--- src/rtl/uart_port_arbiter_if.sv ---
// -----------------------------------------------------------------------------
// uart_port_arbiter_if
//   One CSR bus port as used around the UART port arbiter. Each requester
//   (CPU data port, debug/loader engine) and the UART CSR slave side are all
//   instances of this interface.
//
//   Signals
//     stb   request strobe, held by the master until ack
//     we    write enable
//     adr   32-bit address
//     wdat  32-bit write data (master -> slave)
//     rdat  32-bit read data (slave -> master), valid with ack
//     ack   completion
//     err   error completion, coincident with ack
//
//   Modports
//     master  the side that issues requests
//     slave   the side that answers them
// -----------------------------------------------------------------------------
interface uart_port_arbiter_if;
    logic        stb;
    logic        we;
    logic [31:0] adr;
    logic [31:0] wdat;
    logic [31:0] rdat;
    logic        ack;
    logic        err;

    modport master (
        output stb,
        output we,
        output adr,
        output wdat,
        input  rdat,
        input  ack,
        input  err
    );

    modport slave (
        input  stb,
        input  we,
        input  adr,
        input  wdat,
        output rdat,
        output ack,
        output err
    );
endinterface

--- src/rtl/uart_port_arbiter.sv ---
// -----------------------------------------------------------------------------
// uart_port_arbiter
//   Shares the single CSR slave port of the UART between two requesters:
//   m0 is the CPU data port, m1 the debug/loader engine. Requests are
//   arbitrated round-robin, the winner's request is latched and driven to the
//   UART, and the UART ack (which stalls while its TX FIFO is full) is turned
//   into a registered one-cycle ack with read data back to the winner. A
//   watchdog ends a stalled transfer with an error completion.
//
//   Ports
//     sys_clk      clock, rising edge
//     sys_rst      asynchronous, active-high reset
//     m0           requester 0 bus (slave side of the interface)
//     m1           requester 1 bus (slave side of the interface)
//     s            UART CSR bus (master side of the interface);
//                  s.ack is combinational from s.stb, s.rdat is valid the
//                  edge after ack; s.err is not used by the UART
//     busy_o       high whenever a transfer is in flight (state != IDLE)
//     timeout_cnt  saturating count of watchdog completions (sticks at 255)
//
//   Parameters
//     TIMEOUT      max cycles spent in BUSY before a forced error completion
//                  (2..65535)
//
//   State | meaning
//   ------+---------------------------------------------------------------
//   IDLE  | no transfer; pick a winner from the sampled strobes
//   BUSY  | winner's request driven to the UART, waiting for ack or timeout
//   RESP  | capture UART read data and pulse ack/err back to the winner
// -----------------------------------------------------------------------------
module uart_port_arbiter #(
    parameter int TIMEOUT = 65535
) (
    input  logic                  sys_clk,
    input  logic                  sys_rst,
    uart_port_arbiter_if.slave    m0,
    uart_port_arbiter_if.slave    m1,
    uart_port_arbiter_if.master   s,
    output logic                  busy_o,
    output logic [7:0]            timeout_cnt
);

    typedef enum logic [1:0] {
        ST_IDLE = 2'd0,
        ST_BUSY = 2'd1,
        ST_RESP = 2'd2
    } state_t;

    // Timer leaves BUSY on this value, so a 16-bit timer can never wrap.
    localparam logic [15:0] TIMER_LAST = 16'(TIMEOUT - 1);

    state_t      state_q, state_d;
    logic [15:0] timer_q, timer_d;
    logic        last_grant_q, last_grant_d;
    logic        grant_q, grant_d;
    logic        err_q, err_d;

    logic        s_stb_q, s_stb_d;
    logic        s_we_q, s_we_d;
    logic [31:0] s_adr_q, s_adr_d;
    logic [31:0] s_dat_q, s_dat_d;

    logic [31:0] m0_dat_q, m0_dat_d;
    logic        m0_ack_q, m0_ack_d;
    logic        m0_err_q, m0_err_d;
    logic [31:0] m1_dat_q, m1_dat_d;
    logic        m1_ack_q, m1_ack_d;
    logic        m1_err_q, m1_err_d;

    logic [7:0]  timeout_cnt_q, timeout_cnt_d;

    logic        gnt;
    logic [31:0] resp_dat;

    always_ff @(posedge sys_clk or posedge sys_rst) begin
        if (sys_rst) begin
            state_q       <= ST_IDLE;
            timer_q       <= '0;
            last_grant_q  <= 1'b1;   // so m0 wins the first tie
            grant_q       <= 1'b0;
            err_q         <= 1'b0;
            s_stb_q       <= 1'b0;
            s_we_q        <= 1'b0;
            s_adr_q       <= '0;
            s_dat_q       <= '0;
            m0_dat_q      <= '0;
            m0_ack_q      <= 1'b0;
            m0_err_q      <= 1'b0;
            m1_dat_q      <= '0;
            m1_ack_q      <= 1'b0;
            m1_err_q      <= 1'b0;
            timeout_cnt_q <= '0;
        end else begin
            state_q       <= state_d;
            timer_q       <= timer_d;
            last_grant_q  <= last_grant_d;
            grant_q       <= grant_d;
            err_q         <= err_d;
            s_stb_q       <= s_stb_d;
            s_we_q        <= s_we_d;
            s_adr_q       <= s_adr_d;
            s_dat_q       <= s_dat_d;
            m0_dat_q      <= m0_dat_d;
            m0_ack_q      <= m0_ack_d;
            m0_err_q      <= m0_err_d;
            m1_dat_q      <= m1_dat_d;
            m1_ack_q      <= m1_ack_d;
            m1_err_q      <= m1_err_d;
            timeout_cnt_q <= timeout_cnt_d;
        end
    end

    always_comb begin
        state_d       = state_q;
        timer_d       = timer_q;
        last_grant_d  = last_grant_q;
        grant_d       = grant_q;
        err_d         = err_q;
        s_stb_d       = s_stb_q;
        s_we_d        = s_we_q;
        s_adr_d       = s_adr_q;
        s_dat_d       = s_dat_q;
        m0_dat_d      = m0_dat_q;
        m0_ack_d      = 1'b0;
        m0_err_d      = 1'b0;
        m1_dat_d      = m1_dat_q;
        m1_ack_d      = 1'b0;
        m1_err_d      = 1'b0;
        timeout_cnt_d = timeout_cnt_q;
        gnt           = 1'b0;
        resp_dat      = '0;

        case (state_q)
            ST_IDLE: begin
                s_stb_d = 1'b0;
                if (m0.stb || m1.stb) begin
                    // A lone requester wins outright; on a tie the one that
                    // did not win last time goes.
                    gnt          = (m0.stb && m1.stb) ? ~last_grant_q : m1.stb;
                    grant_d      = gnt;
                    last_grant_d = gnt;
                    s_we_d       = gnt ? m1.we   : m0.we;
                    s_adr_d      = gnt ? m1.adr  : m0.adr;
                    s_dat_d      = gnt ? m1.wdat : m0.wdat;
                    s_stb_d      = 1'b1;
                    timer_d      = '0;
                    err_d        = 1'b0;
                    state_d      = ST_BUSY;
                end
            end

            ST_BUSY: begin
                // Ack takes priority over a coincident timeout.
                if (s.ack) begin
                    s_stb_d = 1'b0;
                    err_d   = 1'b0;
                    state_d = ST_RESP;
                end else if (timer_q == TIMER_LAST) begin
                    s_stb_d = 1'b0;
                    err_d   = 1'b1;
                    state_d = ST_RESP;
                    if (timeout_cnt_q != 8'hFF) begin
                        timeout_cnt_d = timeout_cnt_q + 8'd1;
                    end
                end else begin
                    timer_d = timer_q + 16'd1;
                end
            end

            ST_RESP: begin
                // The UART presents read data one edge after its ack; writes
                // and error completions return zero.
                resp_dat = (s_we_q || err_q) ? 32'h0 : s.rdat;
                if (grant_q) begin
                    m1_dat_d = resp_dat;
                    m1_ack_d = 1'b1;
                    m1_err_d = err_q;
                end else begin
                    m0_dat_d = resp_dat;
                    m0_ack_d = 1'b1;
                    m0_err_d = err_q;
                end
                state_d = ST_IDLE;
            end

            default: begin
                state_d = ST_IDLE;
            end
        endcase
    end

    assign s.stb       = s_stb_q;
    assign s.we        = s_we_q;
    assign s.adr       = s_adr_q;
    assign s.wdat      = s_dat_q;

    assign m0.rdat     = m0_dat_q;
    assign m0.ack      = m0_ack_q;
    assign m0.err      = m0_err_q;
    assign m1.rdat     = m1_dat_q;
    assign m1.ack      = m1_ack_q;
    assign m1.err      = m1_err_q;

    assign busy_o      = (state_q != ST_IDLE);
    assign timeout_cnt = timeout_cnt_q;

endmodule

--- src/flat_wrapper.sv ---
// flat-port wrapper written by rule: the top's interface ports become plain ports
module uart_port_arbiter_flat 
#(
    parameter int TIMEOUT = 65535
)
  (sys_clk, sys_rst, busy_o, timeout_cnt, m0_stb, m0_we, m0_adr, m0_wdat, m0_rdat, m0_ack, m0_err, m1_stb, m1_we, m1_adr, m1_wdat, m1_rdat, m1_ack, m1_err, s_stb, s_we, s_adr, s_wdat, s_rdat, s_ack, s_err);
  uart_port_arbiter_if m0_i ();
  uart_port_arbiter_if m1_i ();
  uart_port_arbiter_if s_i ();
  input  logic sys_clk;
  input  logic sys_rst;
  output logic busy_o;
  output logic [7:0] timeout_cnt;
  input wire logic [$bits(m0_i.stb)-1:0] m0_stb;
  input wire logic [$bits(m0_i.we)-1:0] m0_we;
  input wire logic [$bits(m0_i.adr)-1:0] m0_adr;
  input wire logic [$bits(m0_i.wdat)-1:0] m0_wdat;
  output wire logic [$bits(m0_i.rdat)-1:0] m0_rdat;
  output wire logic [$bits(m0_i.ack)-1:0] m0_ack;
  output wire logic [$bits(m0_i.err)-1:0] m0_err;
  input wire logic [$bits(m1_i.stb)-1:0] m1_stb;
  input wire logic [$bits(m1_i.we)-1:0] m1_we;
  input wire logic [$bits(m1_i.adr)-1:0] m1_adr;
  input wire logic [$bits(m1_i.wdat)-1:0] m1_wdat;
  output wire logic [$bits(m1_i.rdat)-1:0] m1_rdat;
  output wire logic [$bits(m1_i.ack)-1:0] m1_ack;
  output wire logic [$bits(m1_i.err)-1:0] m1_err;
  output wire logic [$bits(s_i.stb)-1:0] s_stb;
  output wire logic [$bits(s_i.we)-1:0] s_we;
  output wire logic [$bits(s_i.adr)-1:0] s_adr;
  output wire logic [$bits(s_i.wdat)-1:0] s_wdat;
  input wire logic [$bits(s_i.rdat)-1:0] s_rdat;
  input wire logic [$bits(s_i.ack)-1:0] s_ack;
  input wire logic [$bits(s_i.err)-1:0] s_err;
  assign m0_i.stb = m0_stb;
  assign m0_i.we = m0_we;
  assign m0_i.adr = m0_adr;
  assign m0_i.wdat = m0_wdat;
  assign m0_rdat = m0_i.rdat;
  assign m0_ack = m0_i.ack;
  assign m0_err = m0_i.err;
  assign m1_i.stb = m1_stb;
  assign m1_i.we = m1_we;
  assign m1_i.adr = m1_adr;
  assign m1_i.wdat = m1_wdat;
  assign m1_rdat = m1_i.rdat;
  assign m1_ack = m1_i.ack;
  assign m1_err = m1_i.err;
  assign s_stb = s_i.stb;
  assign s_we = s_i.we;
  assign s_adr = s_i.adr;
  assign s_wdat = s_i.wdat;
  assign s_i.rdat = s_rdat;
  assign s_i.ack = s_ack;
  assign s_i.err = s_err;
  uart_port_arbiter #(.TIMEOUT(TIMEOUT)) u_core (.sys_clk(sys_clk), .sys_rst(sys_rst), .m0(m0_i), .m1(m1_i), .s(s_i), .busy_o(busy_o), .timeout_cnt(timeout_cnt));
endmodule
--- config.mk ---
export PLATFORM = sky130hd
export DESIGN_NAME = uart_port_arbiter_flat
export DESIGN_NICKNAME = d
export VERILOG_FILES = /design/src/rtl/uart_port_arbiter_if.sv /design/src/rtl/uart_port_arbiter.sv /design/src/flat_wrapper.sv
export SDC_FILE = /design/constraint.sdc
export NUM_CORES = 1
export LEC_CHECK = 0
export ABC_AREA = 1
export CAP_MARGIN = 0
export CORE_AREA = 3 3 143 145
export DETAILED_ROUTE_END_ITERATION = 10
export DIE_AREA = 0 0 146 148
export PLACE_DENSITY = 0.76
export SYNTH_ARGS = -nofsm -noshare
export SYNTH_HDL_FRONTEND = slang
export SYNTH_SLANG_ARGS = --single-unit
export TNS_END_PERCENT = 20
--- constraint.sdc ---
create_clock -name sys_clk -period 5 [get_ports sys_clk]
set_clock_uncertainty 0.1 [all_clocks]
set_input_delay 0.5 -clock sys_clk [delete_from_list [all_inputs] [get_ports sys_clk]]
set_output_delay 0.5 -clock sys_clk [all_outputs]
set_load 0.01 [all_outputs]
# Word level (Yosys, flattened, before mapping)

Index checks and enable logic that the tools add are counted.

Bits in registers: 163
Latch bits: 0
RAM bits: 0
Memory bits (read-only): 0
Input bits: 168
Word-level logic and storage cells: 72
Memories kept: 0

$add $sub $neg: 2
$mul: 0
Divide/modulo/power cells: 0
Order comparisons: 0
Eq/ne operators: 8
Shifts and indexed selects: 0
Mux-type cells: 29
Bitwise logic cells: 3
Reductions and logical operators: 14

Operators by type and width:

| cell                                                                     | count |
|---|---|
| 32-bit two-way mux                                                       | 3 |
| 16-bit two-way mux                                                       | 3 |
| 16-bit case mux with 2 select lines                                      | 1 |
| 16-bit by 1-bit adder with 16-bit output (second input constant)         | 1 |
| 16-bit equality test (second input constant)                             | 1 |
| 1-bit two-way mux                                                        | 16 |
| 2-bit AND reduction                                                      | 5 |
| 8-bit by 1-bit adder with 8-bit output (second input constant)           | 1 |
| 8-bit inequality test (second input constant)                            | 1 |
| 4-bit AND reduction                                                      | 2 |
| 2-bit two-way mux                                                        | 3 |
| 2-bit inequality test (second input constant)                            | 2 |
| 1-bit case mux with 2 select lines                                       | 2 |
| 2-bit case mux with 2 select lines                                       | 1 |
| 2-bit nonzero test                                                       | 2 |
| 3-bit by 2-bit inequality test with 1-bit output (second input constant) | 1 |
| 1-bit inverter                                                           | 3 |
| 3-bit AND reduction                                                      | 1 |
| 2-bit by 1-bit equality test with 1-bit output (second input constant)   | 1 |
| 2-bit equality test (second input constant)                              | 1 |
| 2-bit logical NOT                                                        | 1 |
| 1-bit logical OR                                                         | 2 |
| 2-bit by 1-bit inequality test with 1-bit output (second input constant) | 1 |
| 1-bit logical AND                                                        | 1 |

# Logic depth before layout (Yosys ltp)

Gate-level depths: netlist of the first run.

Word-level depth: 4
Depth in mapped cells: 10
Depth with buffers taken out: 9

# Worst setup path after synthesis of the first run

OpenSTA, ideal clock, no wires.

Path kind: register to register
Start: reg u_core.timer_q[0]
End: reg u_core.timer_q[4]
Arrival: 1455 ps
Slack: 3327 ps
Stages on the path, launching flop included: 11
Path buffers: 1
Period minus slack after synthesis: 1673 ps
Cell sequence: dfrtp_1 -> inv_1 -> ha_1 -> inv_1 -> nor2_1 -> nand2_4 -> o21ai_4 -> nand2_4 -> buf_6 -> nand2_1 -> o21ai_2

Longest elaborated chain between the ends: 4
Elaborated cells on any way between the ends: 7
Those cells by class: 1 x add/sub; 2 x eq/ne; 3 x mux; 1 x reduce/logical

Ends and longest elaborated chain:

| element                                  | RTL line                 | source |
|---|---|---|
| from (decl)                              | uart_port_arbiter.sv:53  | `logic [15:0] timer_q, timer_d;` |
| from (signal assigned)                   | uart_port_arbiter.sv:95  | `timer_q <= timer_d;` |
| 16-bit by 1-bit adder with 16-bit output | uart_port_arbiter.sv:166 | `timer_d = timer_q + 16'd1;` |
| 16-bit two-way mux                       | uart_port_arbiter.sv:158 | `end else if (timer_q == TIMER_LAST) begin` |
| 16-bit two-way mux                       | uart_port_arbiter.sv:154 | `if (s.ack) begin` |
| 16-bit case mux with 2 select lines      | uart_port_arbiter.sv:133 | `case (state_q)` |

Several ways; a longest one is shown, not always the timed one. The select of a mux whose other input is x is not followed.
A chain may end at the register's enable or synchronous reset.

# Worst setup path in the final report of the first run

Start: in m1_stb
End: reg u_core.s_adr_q[3] (netlist: u_core.s.adr[3])

Longest elaborated chain between the ends: 3
Elaborated cells on any way between the ends: 5
Those cells by class: 2 x mux; 3 x reduce/logical

Ends and longest elaborated chain:

| element              | RTL line                 | source |
|---|---|---|
| from (decl)          | flat_wrapper.sv:21       | `input wire logic [$bits(m1_i.stb)-1:0] m1_stb;` |
| 1-bit logical AND    | uart_port_arbiter.sv:139 | `gnt = (m0.stb && m1.stb) ? ~last_grant_q : m1.stb;` |
| 1-bit two-way mux    | uart_port_arbiter.sv:139 |  |
| 32-bit two-way mux   | uart_port_arbiter.sv:143 | `s_adr_d = gnt ? m1.adr : m0.adr;` |
| to (signal assigned) | uart_port_arbiter.sv:101 | `s_adr_q <= s_adr_d;` |
| to (decl)            | uart_port_arbiter.sv:60  | `logic [31:0] s_adr_q, s_adr_d;` |

Several ways; a longest one is shown, not always the timed one.

==> results of run 1 <==
cell usage in the layout, fill, tap and decap left out:
master / instances
dfrtp_1: 162
clkbuf_16: 17
xor2_1: 1
inv_1: 60
xnor2_1: 5
o211a_1: 1
nand2_4: 2
a21oi_1: 10
dfstp_2: 1
o22ai_1: 1
nor3_1: 2
o21ai_2: 10
o21ai_4: 1
nand3_2: 7
buf_12: 1
nand4_1: 4
clkdlybuf4s50_1: 309
nor2_1: 127
nand2_2: 4
o21bai_1: 1
inv_2: 1
inv_6: 6
clkinvlp_4: 4
nand2_1: 326
o21ai_1: 8
ha_1: 3
o21ai_0: 126
clkinv_2: 2
nor2_2: 3
nor2_4: 3
inv_8: 2
nand3_1: 26
buf_4: 8
nand3b_1: 1
clkinv_8: 2
final cells by class:
cell class,instances,area share
sequential,163,0.359
timing repair buffer,318,0.279
multi-input combinational,672,0.262
clock buffer,17,0.0374
tap,265,0.0292
inverter,62,0.0208
clock inverter,15,0.0123
per-layer routing:
| metal | share of wire | global-route usage | up-vias |
|---|---|---|---|
| met4 | 0.022 | 0.0626 | 2 |
| li1 | - | - | 3539 |
| met3 | 0.071 | 0.0690 | 30 |
| met5 | 0.00052 | 0 | - |
| met2 | 0.51 | 0.363 | 226 |
| met1 | 0.40 | 0.244 | 3332 |
sequential cells by signal, summed over array words and instances, names as in the netlist:
name,count
u_core.m0.err,1
u_core.m1.err,1
u_core.s.stb,1
u_core.m1.ack,1
u_core.timer_q,16
u_core.grant_q,1
u_core.state_q,2
u_core.s.adr,32
u_core.m0.ack,1
u_core.last_grant_q,1
u_core.timeout_cnt,8
u_core.s.we,1
u_core.s.wdat,32
u_core.err_q,1
u_core.m0.rdat,32
u_core.m1.rdat,32
report_power, final:
group | switching, mW | leakage (nW) | internal, mW
logic | 1.35 | 2.83 | 1.28
registers | 0.289 | 2.06 | 1.84
clock network | 0.596 | 0.271 | 0.658
total | 2.24 | 5.16 | 3.78
through the flow:
stage,hold slack [ns],instances
floorplan,0.341,946
global placement,0.352,1480
detailed placement,0.355,1480
CTS,0.365,1512
global route,0.388,1512
finish,0.362,1512
final timing paths:
kind,startpoint,endpoint,slack [ns],cells after the start
worst max-delay path,m1_stb,u_core.s.adr[3]$_DFFE_PP0P_,2.80,7
worst min-delay path,u_core.last_grant_q$_DFFE_PP1P_,u_core.last_grant_q$_DFFE_PP1P_,0.36,2
worst max register to register,u_core.timer_q[0]$_DFFE_PP0P_,u_core.timer_q[6]$_DFFE_PP0P_,2.84,9
worst min register to register,u_core.last_grant_q$_DFFE_PP1P_,u_core.last_grant_q$_DFFE_PP1P_,0.36,2
max in group asynchronous,sys_rst,u_core.s.wdat[11]$_DFFE_PP0P_,3.54,3
min in group asynchronous,sys_rst,u_core.timeout_cnt[5]$_DFFE_PP0P_,0.58,3
cells by family (layout without fill, tap and decap cells):
group	count (synthesis)	after routing	share of synthesized area
compound gates	158	158	0.113
simple gates	505	505	0.271
fa+ha+maj	3	3	0.00500
xor+xnor	6	6	0.00700
buf+inv	111	412	0.0610
flops	163	163	0.543
tightest hold or removal path, stage by stage, from the launching register on:
cell and delay (ns):
dfstp_2 0.37, nand2_1 0.05, nand2_1 0.04
synthesized netlist by cell type:
master,count
o21ai_1,8
nor3_1,2
dfstp_2,1
xnor2_1,5
buf_1,5
o22ai_1,1
o211a_1,1
o21ai_0,126
nor2_2,1
buf_2,8
a21oi_1,10
xor2_1,1
nand2_1,327
o21ai_4,1
nand4_1,4
clkbuf_1,31
nand2_4,2
nor2_1,129
ha_1,3
buf_6,4
nand3b_1,1
inv_2,1
nand3_1,26
dfrtp_1,162
clkbuf_2,1
inv_1,61
o21bai_1,1
nand2_2,3
nand3_2,7
o21ai_2,10
nor2_4,3
==> results.md, run 1 <==
* Final Slew Violations at 0
* I/O pin count at 311
* Post_cts resized at 0
* Setup crit end kind: flop
* Post-DP HPWL at 16200 µm
* Clk sinks at 163
* Netlist cell types at 31
* Mapped Area at 7510 µm²
* Cell taking the most area after synthesis: dfrtp_1
* Largest net degree at the start of global routing at 164
* Routed wire per std cell at 15.2 µm
* DP Area at 10800 µm²
* CP Cell Sequence: clkdlybuf4s50_1, nor2_1, nor2_4, inv_2, buf_4, nand2_1, o21ai_0
* Outcome: completed
* Worst path required time at 5.24 ns
* First-pass GRT wire length at 35900 µm
* RSZ-0062 raised after global routing: no
* Max Root-Sink Buffers at 2
* Total Nets Final at 1405
* Drt drc at 0
* Die area at 21600 µm²
* Via density at 4.71
* # fillers at 1690
* Initial antenna violation count at 1
* ANT nets after route at 0
* Worst Path Arrival at 2.44 ns
* Highest Clock Rate at 454 MHz
* Num rows at 51
* Total negative slack at 0 ns
* Final number of setup-violating endpoints at 0
* Final core occ at 0.588
* 1st-iter DRT viols at 432
* Final Hold Fails at 0
* Cell at the slowest stage of the critical path: inv_2
* Delay-heaviest family, CP: buffers and inverters
* Antenna Cells at 0
* TritonCTS Buffers at 17
* Max VDD drop at 0.244 mV
* Number of global-route vias before repair at 6887
* Avg Cell Area, Syn at 7.94 µm²
* Post-CTS setup buffers at 0
* Share of layout cells above drive strength 1 at 0.0593
* Core area at 19300 µm²
* Setup WS pre-CTS at 2.34 ns
* Tot Pwr at 6.02 mW
* Multi-input gate area at 2980 µm²
* Kind of critical path: input pin to flop
* Post-synthesis register bit count at 163
* Relative slew slack at 0.224
* Leak at 5.16 nW
* Startpoint types: input pin
* Grt ovf at 0
* Root Buffer Master: clkbuf_16
* Delay of the slowest cell on the worst path at 0.48 ns
* Cts hold-fix bufs at 0
* Syn Inst Count at 946
* Largest fanout on the critical path at 32
* Routed wire length at 23000 µm
* Setup ws final at 2.80 ns
* GPL Wtd Cong at 0.852
* Reg clk slew, reported paths at 0.07 ns
* Clock Latency Late Sink at 0.41 ns
* Worst Tran Pin Value at 1.16 ns
* CP bufs+invs at 3
* Syn Nets at 1117
* Final worst path period need at 2.20 ns
* Sequential share of the synthesized area at 0.543
* Tot GR Track Use at 0.208
* Sequential Area at 4080 µm²
* TritonRoute pass-1 iters at 7
* Final Cell Area at 11400 µm²
* Hold WC Path Type: flop to flop
* Cell Pwr Density at 529 nW/µm²
* Synth top area share at 0.540
* Die X-Extent at 146 µm
* Top post-synthesis cells by area: dfrtp_1 (54%), nand2_1 (16%), o21ai_0 (8.4%)
* Maxcap violations at 0
* DIE HEIGHT at 148 µm
* Initial Util at 0.389
* Htree depth at 4
* Ys Warns at 0
* PortBufs at 309
* CTS tree: yes
* Area grow syn2layout at 51.3%
* DR vias at 7129
* Crit share post-route at 0.441
Power figures use the tool's default switching activity.
==> run 2: changes to the inputs <==
--- a/config.mk
+++ b/config.mk
@@ -7,10 +7,10 @@
 export LEC_CHECK = 0
 export ABC_AREA = 1
 export CAP_MARGIN = 0
-export CORE_AREA = 3 3 143 145
+export CORE_AREA = 3 3 137 139
 export DETAILED_ROUTE_END_ITERATION = 10
-export DIE_AREA = 0 0 146 148
-export PLACE_DENSITY = 0.76
+export DIE_AREA = 0 0 140 142
+export PLACE_DENSITY = 0.79
 export SYNTH_ARGS = -nofsm -noshare
 export SYNTH_HDL_FRONTEND = slang
 export SYNTH_SLANG_ARGS = --single-unit
==> constraint.sdc (replaced) <==
create_clock -name sys_clk -period 2.1 [get_ports sys_clk]
set_clock_uncertainty 0.1 [all_clocks]
set_input_delay 0.21 -clock sys_clk [delete_from_list [all_inputs] [get_ports sys_clk]]
set_output_delay 0.21 -clock sys_clk [all_outputs]
set_load 0.01 [all_outputs]
==> run 2 against run 1 <==
Largest power group unchanged. Critical path depth rose by 2. Clock power grew to 2.5 times the previous value. Utilization is 6.1 points higher. Routed wire length up 1.9%. Total power increased by 140%. Non-clock buffer count increased by 11.
==> results.md, run 2 (synthesis results as in run 1) <==
* Outcome: completed
* GRT busiest layer: met2
* Worst Path Arrival at 2.11 ns
* DR vias at 7185
* TritonRoute pass-1 iters at 5
* Final worst path period need at 1.90 ns
* Grt ovf at 0
* # fillers at 1483
* Final Slew Violations at 0
* Clk sinks at 163
* Max VDD drop at 0.711 mV
* Initial Util at 0.423
* Antenna Cells at 0
* Reg clk slew, reported paths at 0.06 ns
* Final number of setup-violating endpoints at 0
* Die X-Extent at 140 µm
* GPL Wtd Cong at 0.891
* Htree depth at 4
* Leak at 5.26 nW
* Largest net degree at the start of global routing at 66
* Kind of critical path: flop to flop
* DIE HEIGHT at 142 µm
* Num rows at 49
* CTS tree: yes
* Routed wire per std cell at 15.8 µm
* Area grow syn2layout at 53.7%
* Commonest non-fill, non-tap cell in the layout: nand2_1
* Highest Clock Rate at 525 MHz
* Root Buffer Master: clkbuf_16
* Via density at 4.83
* RSZ-0062 raised after global routing: no
* Number of global-route vias before repair at 7116
* Final Hold Fails at 0
* Placed cell count at 1455
* Post-CTS setup buffers at 0
* First-pass GRT wire length at 36800 µm
* Leading cell types in the layout, fill and taps excluded: nand2_1 (326), clkdlybuf4s50_1 (309), dfrtp_1 (162), nor2_1 (127), o21ai_0 (126)
* Setup WS pre-CTS at 0.200 ns
* Flop2flop setup slack at 0.20 ns
* Post-DP HPWL at 16900 µm
* Cell Pwr Density at 1270 nW/µm²
* Routed wire length at 23500 µm
* Worst path required time at 2.31 ns
* Drt drc at 0
* Met3 GRT Util at 0.0692
* Crit share post-route at 0.907
* Startpoint types: flop
* Setup ws final at 0.196 ns
* Final core occ at 0.649
* Hold WC Path Type: input pin to async pin
* Tot GR Track Use at 0.233
* TritonCTS Buffers at 17
* Setup crit end kind: flop
* ANT nets after route at 0
* Hold slack final at 0.0703 ns
* Share of layout cells above drive strength 1 at 0.0668
* Met1 usage at 0.273
* Maxcap violations at 0
* PortBufs at 309
* Clock Latency Late Sink at 0.42 ns
* Max Root-Sink Buffers at 2
* Initial antenna violation count at 0
* Relative slew slack at 0.683
* Final cell count without fillers at 1487
* Met2 usage at 0.399
* Die area at 19900 µm²
* Total Nets Final at 1416
* 1st-iter DRT viols at 339
* I/O pin count at 311
* Largest fanout on the critical path at 21
* Worst Tran Pin Value at 0.475 ns
* Core area at 17800 µm²
-- run 2: cell types whose count changed in the layout (fill, tap and decap cells not counted), moves of 2 or more --
cell       previous run  this run
clkinv_8              2         0
clkinv_2              2         0
buf_12                1         8
clkbuf_8              0         2
bufinv_16             0         2
clkinv_4              0         3
buf_4                 8        12
inv_6                 6         3
-- run 2: routing by layer --
| metal | wire (µm) | vias to the layer above |
|---|---|---|
| met5 | 0 | - |
| met4 | 992 | 0 |
| met3 | 1550 | 57 |
| met2 | 11700 | 244 |
| met1 | 9230 | 3317 |
| li1 | - | 3567 |
-- run 2: where the power goes --
group          internal (mW)  switching [mW]  total, mW
Sequential              4.39           0.700       5.09
Combinational           3.16            3.24       6.41
Clock                   1.84            1.32       3.16
Total                   9.39            5.27       14.7
-- run 2: area by class of cell --
type	instances	area [µm²]	area share
sequential	163	4080	0.353
timing repair buffer	329	3340	0.290
multi-input combinational	672	3000	0.260
clock buffer	20	457	0.0395
tap	229	287	0.0248
inverter	62	236	0.0205
clock inverter	12	146	0.0127
-- run 2: through the flow --
step,TNS (ns),power [mW],cell area [µm²]
after floorplan,-45.36,7.88,7520
after global placement,0,11.4,10900
after detailed placement,0,11.6,10900
after CTS,0,14.8,11500
after global routing,0,15.6,11500
final,0,14.7,11500
-- run 2: critical path, stage by stage (launching register included) --
cell	delay, ns
dfrtp_1	0.40
inv_1	0.10
ha_1	0.15
inv_1	0.04
nor2_1	0.18
nand2_4	0.10
o21ai_4	0.30
nand2_8	0.19
nand2_1	0.14
o21ai_2	0.07
-- run 2: what timing repair did --
action,4_1_cts,5_1_grt
resized for setup,0,2
hold buffers,0,0
setup endpoints to repair,0,2
-- run 2: worst paths after layout --
path,start,to,depth (start not counted)
setup / recovery,u_core.timer_q[0]$_DFFE_PP0P_,u_core.timer_q[3]$_DFFE_PP0P_,9
hold / removal,sys_rst,u_core.timeout_cnt[4]$_DFFE_PP0P_,2
setup reg to reg,u_core.timer_q[0]$_DFFE_PP0P_,u_core.timer_q[3]$_DFFE_PP0P_,9
hold reg to reg,u_core.last_grant_q$_DFFE_PP1P_,u_core.last_grant_q$_DFFE_PP1P_,2
max in group asynchronous,sys_rst,u_core.last_grant_q$_DFFE_PP1P_,3
min in group sys_clk,m1_adr[8],u_core.s.adr[8]$_DFFE_PP0P_,3
==> run 3: changes to the inputs <==
--- a/config.mk
+++ b/config.mk
@@ -7,10 +7,12 @@
 export LEC_CHECK = 0
 export ABC_AREA = 1
 export CAP_MARGIN = 0
-export CORE_AREA = 3 3 137 139
+export CORE_AREA = 3 3 134 136
+export CTS_BUF_LIST = sky130_fd_sc_hd__clkbuf_4
 export DETAILED_ROUTE_END_ITERATION = 10
-export DIE_AREA = 0 0 140 142
-export PLACE_DENSITY = 0.79
+export DIE_AREA = 0 0 137 139
+export MAX_ROUTING_LAYER = met4
+export PLACE_DENSITY = 0.82
 export SYNTH_ARGS = -nofsm -noshare
 export SYNTH_HDL_FRONTEND = slang
 export SYNTH_SLANG_ARGS = --single-unit
==> run 3 against run 2 <==
Fmax fell by 2.1%. Global-route usage rose by 1.9 points. First-iteration DRC count rose by 19%. Highest routed layer unchanged. Sequential power barely moved. Final cell count barely moved. Sequential cell count did not move. Combinational power rose by 2%. Setup slack got worse by 0.041 ns. Final area fell by 2.9%. Critical endpoint is now s_adr[5]. Clock power fell by 44%. Total power fell by 8.9%. Die area fell by 4.2%.
==> results.md, run 3 (synthesis results as in run 1) <==
* Outcome: completed
* Commonest non-fill, non-tap cell in the layout: nand2_1
* DR vias at 7276
* Htree depth at 4
* Routed wire per std cell at 15.7 µm
* Worst Path Arrival at 1.63 ns
* Sequential Area at 4080 µm²
* Total Nets Final at 1419
* Hold-critical path depth at 3
* Final Slew Violations at 0
* Via density at 4.90
* Startpoint types: flop
* Placed cell count at 1452
* Setup ws final at 0.155 ns
* Max VDD drop at 0.716 mV
* Largest net degree at the start of global routing at 68
* TritonCTS Buffers at 17
* CTS tree: yes
* RSZ-0062 raised after global routing: no
* Leading cell types in the layout, fill and taps excluded: nand2_1 (326), clkdlybuf4s50_1 (308), dfrtp_1 (162), nor2_1 (127), o21ai_0 (126)
* 1st-iter DRT viols at 405
* Worst Min Path Start: m1_adr[8]
* # fillers at 1457
* I/O pin count at 311
* Maxcap violations at 0
* Initial antenna violation count at 1
* Final number of setup-violating endpoints at 0
* Final cell count without fillers at 1486
* Routed wire length at 23300 µm
* Multi-input gate area at 2980 µm²
* Final Hold Fails at 0
* Hold Path Sink: u_core.s.adr[8]$_DFFE_PP0P_
* Crit share post-route at 0.926
* Relative slew slack at 0.619
* First-pass GRT wire length at 36800 µm
* Reg-to-reg critical path endpoint: u_core.timeout_cnt[5]$_DFFE_PP0P_
* Post-DP HPWL at 17200 µm
* Area grow syn2layout at 49.2%
* Grt ovf at 0
* Delay-heaviest family, CP: buffers and inverters
* Clock Latency Late Sink at 0.55 ns
* Num rows at 48
* Cell Pwr Density at 1190 nW/µm²
* Drt drc at 0
* Worst path required time at 1.79 ns
* Reg clk slew, reported paths at 0.14 ns
* Flop2flop setup slack at 0.18 ns
* DIE HEIGHT at 139 µm
* Number of global-route vias before repair at 7200
* Delay of the slowest cell on the worst path at 0.68 ns
* Initial Util at 0.440
* Clk sinks at 163
* Cell at the slowest stage of the critical path: clkdlybuf4s50_1
* CP Cell Sequence: clkdlybuf4s50_1
* PortBufs at 309
* Worst Tran Pin Value at 0.571 ns
* Tot GR Track Use at 0.252
* Setup crit end kind: output pin
* Reg2Reg Launch Point: u_core.timer_q[0]$_DFFE_PP0P_
* Share of layout cells above drive strength 1 at 0.0683
* ANT nets after route at 0
* Setup WS pre-CTS at 0.201 ns
* Kind of critical path: flop to output pin
* Highest Clock Rate at 514 MHz
* CP bufs+invs at 1
* Hold WC Path Type: input pin to flop
* Root Buffer Master: clkbuf_4
* Largest fanout on the critical path at 2
* GPL Wtd Cong at 0.886
* Core area at 17100 µm²
* Leak at 5.13 nW
* FF-to-FF path depth at 9
* TritonRoute pass-1 iters at 5
* Final worst path period need at 1.94 ns
* Total negative slack at 0 ns
* Max Root-Sink Buffers at 2
* Die area at 19000 µm²
* Die X-Extent at 137 µm
[run 3: layout make-up]
type                       instances  area share
sequential                       163       0.364
timing repair buffer             332       0.301
multi-input combinational        672       0.266
tap                              225      0.0251
inverter                          62      0.0211
clock buffer                      20      0.0134
clock inverter                    11     0.00949
antenna                            1    0.000223
[run 3: tightest hold or removal path, delay by kind of cell]
kind / cells / cell delay, ns
buf+inv: 1 / 0.39
simple gates: 1 / 0.10
compound gates: 1 / 0.07
[run 3: power by group]
part,switching [mW],internal (mW)
Sequential,0.697,4.37
Combinational,3.31,3.22
Clock,1.13,0.630
Total,5.14,8.22
[run 3: metrics by stage]
| step | total power [mW] | hold slack [ns] | area, µm² | utilization |
|---|---|---|---|---|
| finish | 13.4 | 0.136 | 11200 | 0.657 |
| global route | 14.2 | 0.0838 | 11200 | 0.657 |
| CTS | 13.5 | 0.0835 | 11200 | 0.656 |
| detailed placement | 11.7 | 0.357 | 10900 | 0.641 |
| global placement | 11.5 | 0.353 | 10900 | 0.641 |
| floorplan | 7.88 | 0.273 | 7520 | - |
[run 3: what timing repair did]
| action | in CTS | in global routing |
|---|---|---|
| hold buffers | 1 | 0 |
| endpoints found under the hold margin | 8 | 0 |
| resized for setup | 0 | 1 |
| buffers inserted | 0 | 1 |
| endpoints found under the setup margin | 0 | 1 |
[run 3: worst max-delay path by stage]
stage,start,to,cells after the start
3_5_place_dp,m1_stb,u_core.s.adr[12]$_DFFE_PP0P_,6
3_3_place_gp,u_core.timer_q[0]$_DFFE_PP0P_,u_core.timer_q[10]$_DFFE_PP0P_,9
4_1_cts,u_core.state_q[1]$_DFFE_PP0P_,busy_o,3
6_report,u_core.s.adr[5]$_DFFE_PP0P_,s_adr[5],1
5_1_grt,u_core.timer_q[0]$_DFFE_PP0P_,u_core.timeout_cnt[6]$_DFFE_PP0P_,9
2_1_floorplan,sys_rst,u_core.err_q$_DFFE_PP0P_,1
[run 3: layer usage]
| metal | global-route usage | wire [µm] | vias up | share of wire |
|---|---|---|---|---|
| met5 | - | 0 | - | 0 |
| met3 | 0.0620 | 1360 | 57 | 0.058 |
| li1 | - | - | 3584 | - |
| met1 | 0.296 | 9370 | 3383 | 0.40 |
| met2 | 0.406 | 11500 | 252 | 0.50 |
| met4 | 0.118 | 1020 | 0 | 0.044 |
==> variant 1, RTL diff (settings of run 1) <==
`s_adr_q`, `s_dat_q`, `m0_dat_q` and `m1_dat_q` no longer have a reset.
--- a/src/rtl/uart_port_arbiter.sv
+++ b/src/rtl/uart_port_arbiter.sv
@@ -81,12 +81,8 @@
             err_q         <= 1'b0;
             s_stb_q       <= 1'b0;
             s_we_q        <= 1'b0;
-            s_adr_q       <= '0;
-            s_dat_q       <= '0;
-            m0_dat_q      <= '0;
             m0_ack_q      <= 1'b0;
             m0_err_q      <= 1'b0;
-            m1_dat_q      <= '0;
             m1_ack_q      <= 1'b0;
             m1_err_q      <= 1'b0;
             timeout_cnt_q <= '0;
@@ -98,16 +94,19 @@
             err_q         <= err_d;
             s_stb_q       <= s_stb_d;
             s_we_q        <= s_we_d;
-            s_adr_q       <= s_adr_d;
-            s_dat_q       <= s_dat_d;
-            m0_dat_q      <= m0_dat_d;
             m0_ack_q      <= m0_ack_d;
             m0_err_q      <= m0_err_d;
-            m1_dat_q      <= m1_dat_d;
             m1_ack_q      <= m1_ack_d;
             m1_err_q      <= m1_err_d;
             timeout_cnt_q <= timeout_cnt_d;
         end
+    end
+
+    always_ff @(posedge sys_clk) begin
+        s_adr_q  <= s_adr_d;
+        s_dat_q  <= s_dat_d;
+        m0_dat_q <= m0_dat_d;
+        m1_dat_q <= m1_dat_d;
     end
 
     always_comb begin
Function: changed (a bounded check fails within 4 cycles, from zero or initial values and one cycle with sys_rst high).
==> variant 1 against run 1 <==
Sequential cell count did not move; sequential share of layout area increased by 7.5 points; synthesized area shrank 8.6%; critical path depth grew 1; wire length fell by 16%; die area unchanged; highest routed layer is now met4; design area fell by 4.4%; combinational power decreased by 46%; worst setup slack worse by 0.046 ns; global-route usage down 3.3 points; synthesized cell count is 32% lower; core utilization is 2.6 points lower; total power down 22%.
==> variant 1: results (changes against run 1) <==
Placement
  – Post-DP HPWL: 14.57 mm (was 16.19 mm)
  – DP Area: 10270 µm² (was 10800 µm²)
  – Placer Congestion: 0.8383 (was 0.8522)
  – Post-placement setup slack: 2.282 ns (was 2.338 ns)
  – Port Buffer Count: 309 (unchanged)

Synthesis
  – Post-synth EDFFs: 128 (was 0)
  – Synth cell types: 32 (was 31)
  – Asr flop ratio synth: 21.47% (was 100.0%)
  – Syn Nets: 819 (was 1117)
  – Top FF cell, synth: edfxtp_1 (was dfrtp_1)
  – Synth top area cells: edfxtp_1, nand2_1, dfrtp_1, inv_1, nor2_1 (was dfrtp_1, nand2_1, o21ai_0, nor2_1, inv_1)
  – Mapped Cells: 648 (was 946)
  – Post-synthesis sequential area ratio: 68.78% (was 54.31%)
  – Warnings, synthesis: 0 (unchanged)
  – Top cells by count, synth: nand2_1, edfxtp_1, inv_1 (was nand2_1, dfrtp_1, nor2_1)
  – Most numerous cell in the Yosys netlist: nand2_1 (unchanged)

Drt
  – Drt first pass iters: 7 (unchanged)
  – Wire per inst: 15.48 µm (was 15.23 µm)
  – Vias/cell: 4.486 (was 4.715)
  – DRT iter0 DRCs: 272 (was 432)

Timing
  – Slew @ Worst Pin: 0.9036 ns (was 1.162 ns)

Cells and area
  – Post-route insts no fill: 1242 (was 1512)
  – Fillers: 1656 (was 1690)
  – # nets final: 1135 (was 1405)
  – Number of diodes: 0 (unchanged)
  – Share of post-route cells with drive strength above 1: 7.062% (was 5.934%)

Global routing
  – First-pass GRT wire length: 29.46 mm (was 35.95 mm)
  – Total global-route track usage: 17.50% (was 20.75%)
  – Vias in the first global route: 5603 (was 6887)
  – Largest net degree at the start of global routing: 67 (was 164)
  – Initial antenna violation count: 0 (was 1)

Critical path
  – Crit path max fanout: 66 (was 32)
  – Crit path DAT: 2.42 ns (was 2.44 ns)
  – Crit-path slowest cell: buf_4 (was inv_2)
  – Crit-path max cell delay: 0.52 ns (was 0.48 ns)
  – Critical path's top delay family: buffers and inverters (unchanged)

Power
  – P_comb: 1420 µW (was 2630 µW)
  – Clk pwr share: 27.7% (was 20.8%)
  – Maximum vdd drop: 0.0002272 V (was 0.0002443 V)
  – Tot Pwr: 4713 µW (was 6018 µW)
  – Sw frac: 31.50% (was 37.18%)
  – Leakage power: 0.004463 µW (was 0.005162 µW)

Hold path
  – Type of the worst min-delay path: register to register (unchanged)

Clocking
  – Clk slew on worst S/H paths: 0.07 ns (about the same)
  – Post-CTS sizing: 0 (unchanged)
  – Clock Root Buffer: clkbuf_16 (unchanged)
  – Setup bufs post-CTS: 0 (unchanged)
  – Num CTS Buffers: 17 (unchanged)
  – CTS H-tree lvls: 4 (unchanged)
  – Max Buffers Root-to-Sink: 2 (unchanged)
  – Worst skew pair latency: 0.41 ns (about the same)

Run status
  – Status: finished, final reports clean (unchanged)
[variant 1: cell count changes in the layout (fill, tap and decap cells not counted), sizes merged, moves of 10 or more]
cell	delta
a21oi	-10
nor2	-66
nand3	-16
nand2	-62
edfxtp	+128
o21ai	-126
dfrtp	-128
[variant 1: layout make-up]
type | count | area, µm² | area share (%)
Sequential cell | 163 | 4721 | 43.42
Multi-Input combinational cell | 406 | 1837 | 16.89
Clock buffer | 17 | 425.4 | 3.913
Tap cell | 265 | 331.6 | 3.049
Clock inverter | 15 | 175.2 | 1.611
Inverter | 60 | 225.2 | 2.071
Timing Repair Buffer | 316 | 3158 | 29.04
[variant 1: path summary, 6_finish.rpt]
path | startpoint | to | slack, ns | cells past startpoint
hold reg to reg | u_core.grant_q$_DFFE_PP0P_ | u_core.m0.err$_DFF_PP0_ | 0.38 | 1
setup / recovery | m0_stb | u_core.s.we$_DFFE_PP0P_ | 2.75 | 8
setup reg to reg | u_core.last_grant_q$_DFFE_PP1P_ | u_core.s.we$_DFFE_PP0P_ | 2.79 | 7
min in group asynchronous | sys_rst | u_core.m1.ack$_DFF_PP0_ | 0.40 | 3
max in group asynchronous | sys_rst | u_core.last_grant_q$_DFFE_PP1P_ | 4.04 | 3
hold / removal | u_core.grant_q$_DFFE_PP0P_ | u_core.m0.err$_DFF_PP0_ | 0.38 | 1
[variant 1: metal layers]
metal,vias up,global-route usage (%),part of all wire [%]
met4,0,6.914,2.6
met5,-,0,0
met1,2543,19.40,37
li1,2723,-,-
met2,270,31.31,52
met3,35,5.641,8.9
[variant 1: cell families after synthesis]
group	share of synthesized area [%]
buffers and inverters	4.575
flip-flops	68.78
XOR/XNOR	1.531
adder cells (fa/ha/maj)	0.5469
AO/OA/AOI/OAI	2.005
AND/OR/NAND/NOR	22.57
==> variant 2, RTL diff (flow settings as in run 1) <==
Without the edit above. `TIMEOUT` is set to 65535 in 2 places; all go to 49151.
--- a/src/rtl/uart_port_arbiter.sv
+++ b/src/rtl/uart_port_arbiter.sv
@@ -29,7 +29,7 @@
 //   RESP  | capture UART read data and pulse ack/err back to the winner
 // -----------------------------------------------------------------------------
 module uart_port_arbiter #(
-    parameter int TIMEOUT = 65535
+    parameter int TIMEOUT = 49151
 ) (
     input  logic                  sys_clk,
     input  logic                  sys_rst,
--- a/src/flat_wrapper.sv
+++ b/src/flat_wrapper.sv
@@ -1,7 +1,7 @@
 // flat-port wrapper written by rule: the top's interface ports become plain ports
 module uart_port_arbiter_flat 
 #(
-    parameter int TIMEOUT = 65535
+    parameter int TIMEOUT = 49151
 )
   (sys_clk, sys_rst, busy_o, timeout_cnt, m0_stb, m0_we, m0_adr, m0_wdat, m0_rdat, m0_ack, m0_err, m1_stb, m1_we, m1_adr, m1_wdat, m1_rdat, m1_ack, m1_err, s_stb, s_we, s_adr, s_wdat, s_rdat, s_ack, s_err);
   uart_port_arbiter_if m0_i ();
Formal check against the unedited RTL: no difference found for any inputs over 4 cycles, from zero or initial values and one cycle with sys_rst high; that may be too few to reach the edited logic, so the function may still have changed.
==> variant 2 against run 1 <==
Synthesized area grew 1.0%; sequential power is essentially flat; non-clock buffer count shrank 2; synthesized cell count grew 0.74%; critical endpoint is now u_core.s.wdat[30]$_DFFE_PP0P_; sequential cell count is the same; worst setup slack lost 0.16 ns; count of clock-buffer cells in the layout is the same; design area grew 1.0%; wire length grew 2.4%; die area is the same; via count grew 1.7%; total power grew 3.3%; global-route usage grew 0.55 points.
==> variant 2: results (changes against run 1) <==
Synthesis
  – Top cells by count, synth: nand2_1, dfrtp_1, nor2_1 (unchanged)
  – Post-synthesis sequential area ratio: 53.76% (was 54.31%)
  – Synthesized area: 7590 µm² (was 7512 µm²)
  – Post-Synth Adder-Cell Area: 0.4946% (was 0.4997%)
  – Post-Synth XOR/XNOR Area: 0.5770% (was 0.6995%)
  – Synth Area per Inst: 7.964 µm² (was 7.941 µm²)

Critical path
  – Crit path max fanout: 42 (was 32)
  – FF-to-FF End: u_core.timer_q[10]$_DFFE_PP0P_ (was u_core.timer_q[6]$_DFFE_PP0P_)
  – Crit path DAT: 2.59 ns (was 2.44 ns)
  – Worst setup endpoint: u_core.s.wdat[30]$_DFFE_PP0P_ (was u_core.s.adr[3]$_DFFE_PP0P_)

Cells and area
  – # nets final: 1411 (was 1405)
  – Fillers: 1717 (was 1690)
  – Comb_multi_in: 684 (was 672)
  – Logic inverters: 58 (was 62)
  – Share of post-route cells with drive strength above 1: 6.704% (was 5.934%)

Global routing
  – First-pass GRT wire length: 36.86 mm (was 35.95 mm)
  – Initial antenna violation count: 0 (was 1)

Power
  – Share of power burned in registers: 34.3% (was 35.4%)

Drt
  – Drt first pass iters: 5 (was 7)
  – Vias/cell: 4.778 (was 4.715)

Timing
  – Hold slack: 0.3716 ns (was 0.3621 ns)

Placement
  – Placer Congestion: 0.8457 (was 0.8522)
  – Placed insts: 1486 (was 1480)
  – Post-placement setup slack: 2.176 ns (was 2.338 ns)
  – DP Area: 10870 µm² (was 10800 µm²)

Run status
  – Status: finished, final reports clean (unchanged)
==> variant 2: cell count changes after synthesis, moves of 3 or more <==
cell / before / now
o21ai_0: 126 / 84
o21ai_1: 8 / 50
inv_1: 61 / 52
nand4_1: 4 / 12
nand2_2: 3 / 9
o21ai_2: 10 / 4
inv_2: 1 / 6
nor2_1: 129 / 124
nor2_2: 1 / 5
buf_2: 8 / 11
xnor2_1: 5 / 2
==> variant 2: metal layers <==
metal | share of wire, % | routed length [µm] | vias up | GRT usage (%)
met1 | 41 | 9566 | 3386 | 26.18
met2 | 50 | 11800 | 260 | 36.22
met5 | 0 | 0 | - | 0
li1 | - | - | 3579 | -
met4 | 1.9 | 455 | 0 | 6.726
met3 | 7.4 | 1754 | 28 | 6.468
==> variant 2: kinds of logic (layout without fill, tap and decap cells) <==
family,after synthesis,count (layout)
xor gates and xnor gates,5,5
buffers and inverters,106,406
DFF,163,163
adders and majority gates,3,3
and+or+nand+nor,524,524
AOI/OAI and AO/OA,152,152
